$ cat config.mk
export PLATFORM = sky130hd
export DESIGN_NAME = fifo_ctrl
export DESIGN_NICKNAME = d
export VERILOG_FILES = /design/src/rtl/fifo_pkg.sv /design/src/rtl/fifo_next_state.sv /design/src/rtl/fifo_ctrl.sv
export SDC_FILE = /design/constraint.sdc
export NUM_CORES = 1
export LEC_CHECK = 0
export BUFFER_PORTS_ARGS = -buffer_cell sky130_fd_sc_hd__buf_2
export CAP_MARGIN = 20
export CORE_MARGIN = 2
export CORE_UTILIZATION = 29
export CTS_BUF_LIST = sky130_fd_sc_hd__clkbuf_4
export DETAILED_ROUTE_END_ITERATION = 10
export PLACE_DENSITY = 0.61
export SLEW_MARGIN = 20
export SYNTH_ARGS = -nofsm -noshare
export SYNTH_HDL_FRONTEND = slang
export SYNTH_SLANG_ARGS = --single-unit
$ cat constraint.sdc
create_clock -name clk -period 2.4 [get_ports clk]
set_input_delay 0.36 -clock clk [delete_from_list [all_inputs] [get_ports clk]]
set_output_delay 0.36 -clock clk [all_outputs]
set_load 0.01 [all_outputs]
$ cat src/rtl/fifo_pkg.sv
// fifo_pkg: shared state encoding, default widths and depth/count derivation for the FIFO controller
package fifo_pkg;
  localparam int DEF_DATA_WIDTH = 32;
  localparam int DEF_ADDR_WIDTH = 3;
  typedef enum logic [2:0] {
    INIT   = 3'd0,
    NO_OP  = 3'd1,
    WRITE  = 3'd2,
    WR_ERR = 3'd3,
    READ   = 3'd4,
    RD_ERR = 3'd5
  } state_t;
  function automatic int depth(input int aw);
    return 1 << aw;
  endfunction
  function automatic int cnt_width(input int aw);
    return aw + 1;
  endfunction
endpackage

$ cat src/rtl/fifo_next_state.sv
// fifo_next_state: combinational next-state, pointer and occupancy decode for fifo_ctrl
module fifo_next_state
  import fifo_pkg::*;
#(
  parameter int ADDR_WIDTH = DEF_ADDR_WIDTH
) (
  input  logic                  wr_en,
  input  logic                  rd_en,
  input  logic [ADDR_WIDTH:0]   count,
  input  logic [ADDR_WIDTH-1:0] head,
  input  logic [ADDR_WIDTH-1:0] tail,
  output state_t                next_state,
  output logic                  push,
  output logic                  pop,
  output logic [ADDR_WIDTH-1:0] head_nxt,
  output logic [ADDR_WIDTH-1:0] tail_nxt,
  output logic [ADDR_WIDTH:0]   count_nxt
);
  localparam logic [ADDR_WIDTH:0] DEPTH = (ADDR_WIDTH+1)'(depth(ADDR_WIDTH));
  logic wr_only, rd_only;
  always_comb begin
    wr_only    = wr_en & ~rd_en;
    rd_only    = rd_en & ~wr_en;
    push       = wr_only & (count < DEPTH);
    pop        = rd_only & (count != '0);
    next_state = wr_only ? (push ? WRITE : WR_ERR) : rd_only ? (pop ? READ : RD_ERR) : NO_OP;
    head_nxt   = head + ADDR_WIDTH'(push);
    tail_nxt   = tail + ADDR_WIDTH'(pop);
    count_nxt  = count + (ADDR_WIDTH+1)'(push) - (ADDR_WIDTH+1)'(pop);
  end
endmodule

$ cat src/rtl/fifo_ctrl.sv
// fifo_ctrl: register-file FIFO controller holding pointers, occupancy, status and popped-word capture
module fifo_ctrl
  import fifo_pkg::*;
#(
  parameter int DATA_WIDTH = DEF_DATA_WIDTH,
  parameter int ADDR_WIDTH = DEF_ADDR_WIDTH
) (
  input  logic                  clk,
  input  logic                  reset,
  input  logic                  wr_en,
  input  logic                  rd_en,
  input  logic [DATA_WIDTH-1:0] d_in,
  output logic [DATA_WIDTH-1:0] d_out,
  output logic                  full,
  output logic                  empty,
  output logic                  wr_ack,
  output logic                  wr_err,
  output logic                  rd_ack,
  output logic                  rd_err,
  output logic [ADDR_WIDTH:0]   data_count,
  output logic                  we,
  output logic [ADDR_WIDTH-1:0] wAddr,
  output logic [DATA_WIDTH-1:0] wData,
  output logic [ADDR_WIDTH-1:0] rAddr,
  input  logic [DATA_WIDTH-1:0] rData
);
  localparam logic [ADDR_WIDTH:0] DEPTH = (ADDR_WIDTH+1)'(depth(ADDR_WIDTH));
  state_t                state, next_state;
  logic                  push, pop;
  logic [ADDR_WIDTH-1:0] head, tail, head_nxt, tail_nxt;
  logic [ADDR_WIDTH:0]   count_nxt;
  fifo_next_state #(.ADDR_WIDTH(ADDR_WIDTH)) u_next (
    .wr_en(wr_en),
    .rd_en(rd_en),
    .count(data_count),
    .head(head),
    .tail(tail),
    .next_state(next_state),
    .push(push),
    .pop(pop),
    .head_nxt(head_nxt),
    .tail_nxt(tail_nxt),
    .count_nxt(count_nxt)
  );
  always_ff @(posedge clk) begin
    if (reset) begin
      state      <= INIT;
      head       <= '0;
      tail       <= '0;
      data_count <= '0;
      we         <= 1'b0;
      wAddr      <= '0;
      wData      <= '0;
      rAddr      <= '0;
      d_out      <= '0;
    end else begin
      state      <= next_state;
      head       <= head_nxt;
      tail       <= tail_nxt;
      data_count <= count_nxt;
      we         <= push;
      if (push) begin
        wAddr <= head;
        wData <= d_in;
      end
      if (pop) rAddr <= tail;
      if (state == READ) d_out <= rData;
    end
  end
  assign full   = data_count == DEPTH;
  assign empty  = data_count == '0;
  assign wr_ack = state == WRITE;
  assign wr_err = state == WR_ERR;
  assign rd_ack = state == READ;
  assign rd_err = state == RD_ERR;
endmodule

==> flow_summary.ini, run 1 <==
[global_route]
grtUsageMet3_pct = 5.62
grt_pass1_wl_mm = 12.1
antenna_found_initial = 0
track_usage_pct = 12.8
grt_pass1_vias = 2731
grt_max_degree = 38
grt_overflow = 0
met2_usage_pct = 21.8
top_usage_layer = met2
grtUsageMet1_pct = 14.2

[timing]
period_share_pct = 87.2
slew_viol_final = 0
tns_ns = 0
fin_crit_ns = 2.09
hold_viol = 0
fmaxAchievable_ghz = 0.478
finalSetupViolCount = 0
rsz0062_at_grt = no
worst_slew_pin_slew_ns = 0.372
clock-skew-final_ns = 0.00996
worst_slew_margin_rel_pct = 75.2

[clocking]
clkTransAtPathRegs_ns = 0.12
clockBufferDepth = 2
cts_buffers = 9
cts_tree = yes
cts.sinks = 84
cts_setup_buffers = 0
cts_resized = 0
insertion_delay_ns = 0.40
htreeDepth = 3
hold_buffers = 0
root_buffer = clkbuf_4

[pwr]
power_density_mw_per_mm2 = 718
peakVddDrop_uv = 235
p_leak_nw = 1.88

[detailed_routing]
antenna_left = 0
first_iter_violations = 163
wirelength_mm = 7.66
drc = 0
num_vias = 2878
viasPerCell = 4.39
wl_per_cell_um = 11.7
first_pass_iters = 7

[layout]
fillers = 1134
antenna_cells = 0
finish.utilization_pct = 38.3
layout_commonest_cell = buf_2
layout_common_cells = buf_2, nand2_1, dfxtp_1
drive_gt1_share_pct = 38.4
layout.nets = 588
area_delta_synth_final_pct = 29.1

[place]
place_congestion = 0.755
dp_hpwl_mm = 5.67
port_buffers = 148

[logic_synthesis]
yosysUniqueCellTypes = 28
synth_edf_count = 0
synthFlopType = dfxtp_1
yosys.area.top_type_share_pct = 52.4
syn_area_per_cell_um2 = 8.67
yosysWarnings = 0
synth-seq-area-share_pct = 52.4
netlist_instances = 370
async_reset_ff_share_pct = 0
synth_seq_cells = 84
syn-num-nets = 447
netlist_area_mm2 = 0.00321
synth_largest_area_cell = dfxtp_1
synth_area_leaders = dfxtp_1, nand2_1, a21oi_2

[min_path]
hold_class = in2reg

[setup_path]
critPathMaxStageDelay_ns = 0.42
cp.required_ns = 2.04
crit_type = reg2out
crit_arrival_ns = 1.73
cp-start-kind = flip-flop
crit_fanout = 6
r2r_slack_ns = 0.35
cp-end-kind = output pin
critPathSlowestCell = or3b_1
crit_top_cell = inv_1
crit_chain = inv_1, ha_1, or3b_1, inv_1, buf_2

[floorplanning]
die-height_um = 109
initial_core_util_pct = 29.7
coreArea_mm2 = 0.0108
die_area_mm2 = 0.0119
die_w_um = 109
num_rows = 38
io_pins = 149

[status]
status = complete, no violations

[run]
max_cap_violations = 0
[where the power goes]
| part | internal [mW] | total [mW] | switching (mW) |
|---|---|---|---|
| clock | 0.344 | 0.778 | 0.433 |
| combinational | 0.266 | 0.637 | 0.371 |
| sequential | 1.49 | 1.56 | 0.0639 |
[routing by layer]
metal  share of wire (%)  wire length, µm
met1                  42             3210
met2                  46             3500
met3                  11              874
met4                0.91               70
met5                   0                0
[area by class of cell]
class,count,area (µm²),area share [%]
multi-input cells,254,1330,32.0
flip-flops and latches,84,1680,40.6
clock inverters,3,38.8,0.937
inverters,9,46.3,1.12
well taps,140,175,4.23
clock buffers,12,90.1,2.18
repair buffers,153,781,18.9
[critical path: cells and delay by family (launching register included)]
family	cells	cell delay [ns]
flops	1	0.33
buf+inv	3	0.43
simple gates	1	0.42
fa+ha+maj	1	0.15
[stage by stage]
| step | instance area, µm² | power (mW) | setup slack [ns] | cells | hold slack (ns) |
|---|---|---|---|---|---|
| 2_1_floorplan | 3210 | 2.01 | 0.426 | 370 | 0.444 |
| 3_3_place_gp | 4010 | 2.22 | 0.387 | 640 | 0.438 |
| 3_5_place_dp | 4010 | 2.24 | 0.373 | 640 | 0.444 |
| 4_1_cts | 4140 | 3.04 | 0.257 | 655 | 0.111 |
| 5_1_grt | 4140 | 3.19 | 0.163 | 655 | 0.122 |
| 6_report | 4140 | 2.97 | 0.307 | 655 | 0.155 |
[synthesized netlist by cell type, types with 2 or more instances]
cell      instances
o21ai_0           4
clkbuf_1          6
xnor2_1           2
a21oi_1          45
nor3b_1           3
buf_2             8
buf_6             6
a21oi_2          28
nand2_1         136
nand3_1           4
nand2b_1          2
and3b_1           2
inv_1             7
or3b_1            3
dfxtp_1          84
nor2_1            6
ha_1              8
buf_1             2
nor2b_1           5
[registers in the layout, indices dropped and copies added, names as in the netlist]
signal,cells
rAddr,3
wData,32
tail,3
data_count,4
wAddr,3
we,1
head,3
state,3
d_out,32
[worst paths after layout]
kind | startpoint | end | cells after the start
max reg2reg | data_count[2] | data_count[1] | 9
min | rd_en | state[1] | 2
min reg2reg | d_out[4] | d_out[4] | 2
max | data_count[2] | empty | 5
[logic make-up (layout without fill, tap and decap cells)]
kind of cell / count (synthesis) / after routing / share of synthesized area (%)
simple gates: 164 / 164 / 21.2
flops: 84 / 84 / 52.4
compound gates: 78 / 78 / 15.6
buf+inv: 32 / 177 / 6.20
fa+ha+maj: 9 / 9 / 3.75
xor+xnor: 3 / 3 / 0.820
No activity file was read; power rests on OpenSTA's default activity.
==> inputs of run 2 (changes only) <==
==> constraint.sdc (replaced) <==
create_clock -name clk -period 2.4 [get_ports clk]
set_input_delay 0.48 -clock clk [delete_from_list [all_inputs] [get_ports clk]]
set_output_delay 0.48 -clock clk [all_outputs]
set_load 0.01 [all_outputs]
==> flow_summary.ini, run 2 (synthesized netlist as in run 1, its figures left out) <==
[detailed_routing]
num_vias = 2884
first_iter_violations = 149
wirelength_mm = 7.72
first_pass_iters = 4
wl_per_cell_um = 11.8
drc = 0
viasPerCell = 4.40
antenna_left = 0

[layout]
antenna_cells = 0
final_cells = 656
layout.nets = 589
reg_top3 = d_out: 32 flops, wData: 32 flops, data_count: 4 flops
postLayoutCellArea_mm2 = 0.00415
layout_commonest_cell = buf_2
layout_common_cells = buf_2, nand2_1, dfxtp_1
area_delta_synth_final_pct = 29.3
drive_gt1_share_pct = 38.6

[timing]
tns_ns = 0
finalSetupViolCount = 0
clock-skew-final_ns = 0.0148
period_share_pct = 92.5
fin_crit_ns = 2.22
worst_slew_margin_rel_pct = 78.0
rsz0062_at_grt = no
fmaxAchievable_ghz = 0.450
hold_viol = 0
slew_viol_final = 0
worst_slew_pin_slew_ns = 0.330

[global_route]
grt_pass1_vias = 2764
antenna_found_initial = 0
grt_max_degree = 38
grt_pass1_wl_mm = 12.3
grt_overflow = 0
track_usage_pct = 13.1

[place]
dp_hpwl_mm = 5.61
place_congestion = 0.773
dpl_cell_area_mm2 = 0.00402
dp.cells = 641
port_buffers = 148

[floorplanning]
die_area_mm2 = 0.0119
coreArea_mm2 = 0.0108
initial_core_util_pct = 29.7
die-height_um = 109
io_pins = 149
die_w_um = 109
num_rows = 38

[clocking]
root_buffer = clkbuf_4
cts_tree = yes
cts.sinks = 84
htreeDepth = 3
insertion_delay_ns = 0.41
hold_buffers = 0
cts_buffers = 9
cts_resized = 0
cts_setup_buffers = 0
clkTransAtPathRegs_ns = 0.14
clockBufferDepth = 2

[setup_path]
crit_fanout = 6
crit_type = reg2out
crit_arrival_ns = 1.74
r2r_slack_ns = 0.37
r2r-start = data_count[2]
cp-start-kind = flip-flop
r2r_cells = 9
worstReg2RegEnd = data_count[1]
cp.required_ns = 1.92
cp-end-kind = output pin

[min_path]
hold_class = in2reg
hold-path-endpoint = state[1]
hold_path_depth = 2
hp-start = rd_en

[pwr]
peakVddDrop_uv = 285
power_density_mw_per_mm2 = 720
p_leak_nw = 1.87
finalPower_mw = 2.98

[status]
status = complete, no violations

[run]
max_cap_violations = 0
run 2: power breakdown:
part	switching, mW	internal (mW)	leakage [nW]	total, mW
sequential	0.0659	1.49	0.683	1.56
combinational	0.370	0.268	1.12	0.638
clock	0.467	0.319	0.0659	0.786
run 2: per-layer routing:
metal	vias up	GRT usage [%]	routed length (µm)
met5	-	0	0
met4	0	4.95	100
met3	9	5.02	783
met2	116	22.5	3390
met1	1284	14.7	3450
li1	1475	-	-
run 2: critical path: stages (launching register included):
cell and delay (ns):
dfxtp_1 0.34, inv_1 0.10, ha_1 0.16, or3b_1 0.42, inv_1 0.16, buf_2 0.15
run 2: worst max path at each step:
stage | start | endpoint | slack, ns | cells past startpoint
after floorplan | rd_en | data_count[2] | 0.31 | 9
after global placement | rd_en | head[1] | 0.27 | 7
after detailed placement | rd_en | head[1] | 0.24 | 7
after CTS | data_count[2] | empty | 0.13 | 5
after global routing | data_count[2] | empty | 0.02 | 5
final | data_count[2] | empty | 0.18 | 5
run 2: stage by stage:
stage	setup slack, ns	utilization, %	hold slack (ns)
after floorplan	0.306	-	0.444
after global placement	0.273	37.2	0.440
after detailed placement	0.242	37.2	0.444
after CTS	0.131	38.4	0.222
after global routing	0.0228	38.4	0.224
final	0.179	38.4	0.266
run 2: layout make-up:
cell class	count	area, µm²
fillers	1107	6650
flip-flops and latches	84	1680
multi-input cells	254	1330
repair buffers	154	788
well taps	140	175
clock buffers	10	75.1
clock inverters	5	53.8
inverters	9	46.3
==> inputs of run 3 (changes only) <==
--- a/config.mk
+++ b/config.mk
@@ -8,10 +8,10 @@
 export BUFFER_PORTS_ARGS = -buffer_cell sky130_fd_sc_hd__buf_2
 export CAP_MARGIN = 20
 export CORE_MARGIN = 2
-export CORE_UTILIZATION = 29
+export CORE_UTILIZATION = 43
 export CTS_BUF_LIST = sky130_fd_sc_hd__clkbuf_4
 export DETAILED_ROUTE_END_ITERATION = 10
-export PLACE_DENSITY = 0.61
+export PLACE_DENSITY = 0.85
 export SLEW_MARGIN = 20
 export SYNTH_ARGS = -nofsm -noshare
 export SYNTH_HDL_FRONTEND = slang
==> constraint.sdc (replaced) <==
create_clock -name clk -period 1.9 [get_ports clk]
set_input_delay 0.38 -clock clk [delete_from_list [all_inputs] [get_ports clk]]
set_output_delay 0.38 -clock clk [all_outputs]
set_load 0.01 [all_outputs]
==> flow_summary.ini, run 3 (synthesized netlist as in run 1, its figures left out) <==
[status]
status = finished, violations left
violations = negative setup slack

[detailed_routing]
num_vias = 2996
first_iter_violations = 86
wirelength_mm = 7.81
first_pass_iters = 4
wl_per_cell_um = 12.5
antenna_left = 0
drc = 0
viasPerCell = 4.79

[place]
dpl_cell_area_mm2 = 0.00400
place_congestion = 0.768
dp_hpwl_mm = 5.53
port_buffers = 148

[global_route]
grt_max_degree = 47
antenna_found_initial = 0
grt_pass1_wl_mm = 13.2
grt_pass1_vias = 3011
grt_overflow = 0
track_usage_pct = 19.6

[layout]
postLayoutCellArea_mm2 = 0.00428
layout_common_cells = buf_2, nand2_1, dfxtp_1
antenna_cells = 0
layout.nets = 599
reg_top3 = d_out: 32 flops, wData: 32 flops, data_count: 4 flops
area_delta_synth_final_pct = 33.4
register_area_mm2 = 0.00169
fillers = 672
layout_commonest_cell = buf_2
drive_gt1_share_pct = 43.3
finish.utilization_pct = 59.0
multi_input_area_mm2 = 0.00138

[setup_path]
startpoint = data_count[3]
critPathMaxStageDelay_ns = 0.37
crit_type = reg2out
crit_chain = inv_2, ha_4, or3b_4, buf_6, inv_4, buf_6
critPathSlowestCell = or3b_4
cp-end-kind = output pin
crit_fanout = 2
crit_arrival_ns = 1.59
crit_top_cell = buf_6
cp.required_ns = 1.52
path_buf_inv = 4
r2r-start = data_count[3]
cp_top_family = simple AND/OR/NAND/NOR gates
cp-start-kind = flip-flop

[clocking]
cts.sinks = 84
cts_buffers = 9
insertion_delay_ns = 0.42
root_buffer = clkbuf_4
clkTransAtPathRegs_ns = 0.14
htreeDepth = 3
clockBufferDepth = 2
cts_tree = yes

[timing]
fin_ws_ns = -0.0742
worst_slew_margin_rel_pct = 76.1
slew_viol_final = 0
fmaxAchievable_ghz = 0.507
tns_ns = -0.158
whs_ns = 0.143
hold_viol = 0
rsz0062_at_grt = yes
worst_slew_pin_slew_ns = 0.358
clock-skew-final_ns = 0.0113
period_share_pct = 104
finalSetupViolCount = 3
fin_crit_ns = 1.97

[run]
max_cap_violations = 0

[floorplanning]
die_area_mm2 = 0.00816
num_rows = 31
die_w_um = 90.4
die-height_um = 90.4
io_pins = 149
initial_core_util_pct = 44.2
coreArea_mm2 = 0.00725

[min_path]
hp-start = rd_en
hold_class = in2reg

[pwr]
power_density_mw_per_mm2 = 968
p_leak_nw = 1.95
peakVddDrop_uv = 540
run 3: metrics by stage:
stage | total power [mW] | instances | worst slack [ns]
2_1_floorplan | 2.55 | 370 | -0.0241
5_1_grt | 4.39 | 626 | -0.166
3_5_place_dp | 2.89 | 603 | -0.0234
3_3_place_gp | 2.84 | 603 | 0.0704
4_1_cts | 4.14 | 626 | -0.0952
6_report | 4.14 | 626 | -0.0742
run 3: cell type report:
| class | instances | share of cell area (%) |
|---|---|---|
| Sequential cell | 84 | 39.4 |
| Multi-Input combinational cell | 254 | 32.3 |
| Timing Repair Buffer | 163 | 20.5 |
| Tap cell | 99 | 2.90 |
| Clock inverter | 7 | 1.76 |
| Clock buffer | 9 | 1.58 |
| Inverter | 9 | 1.38 |
| Timing Repair inverter | 1 | 0.117 |
run 3: final timing paths:
| path | endpoint | slack, ns | cells after the start |
|---|---|---|---|
| setup / recovery | empty | -0.07 | 6 |
| hold / removal | state[1] | 0.14 | 2 |
| setup reg to reg | data_count[1] | -0.07 | 10 |
| hold reg to reg | d_out[17] | 0.46 | 2 |
run 3: where the power goes:
group          internal [mW]  leakage (nW)  switching, mW
Clock                  0.408        0.0706          0.634
Combinational          0.535          1.19          0.595
Sequential              1.89         0.685         0.0746
run 3: worst register-to-register path, cell delays in order (launching register included):
cell and delay, ns:
dfxtp_2 0.35, inv_2 0.07, ha_4 0.12, or3b_4 0.37
buf_4 0.15, nand2_4 0.07, nand2_2 0.07, ha_4 0.17
inv_4 0.05, fa_2 0.41, nor2_1 0.10
run 3: repair_timing:
action	in CTS	in global routing
setup endpoints to repair	4	8
pin swaps	3	1
hold buffers	0	0
gates cloned	1	0
hold endpoints to repair	0	0
buffers inserted	6	0
gates resized for setup	17	8
run 3: per-layer routing:
metal,wire [µm],GRT usage [%],up-vias
met5,0,0,-
met4,229,10.0,0
met3,597,5.51,18
met2,3830,34.6,122
met1,3160,21.4,1359
li1,-,-,1497
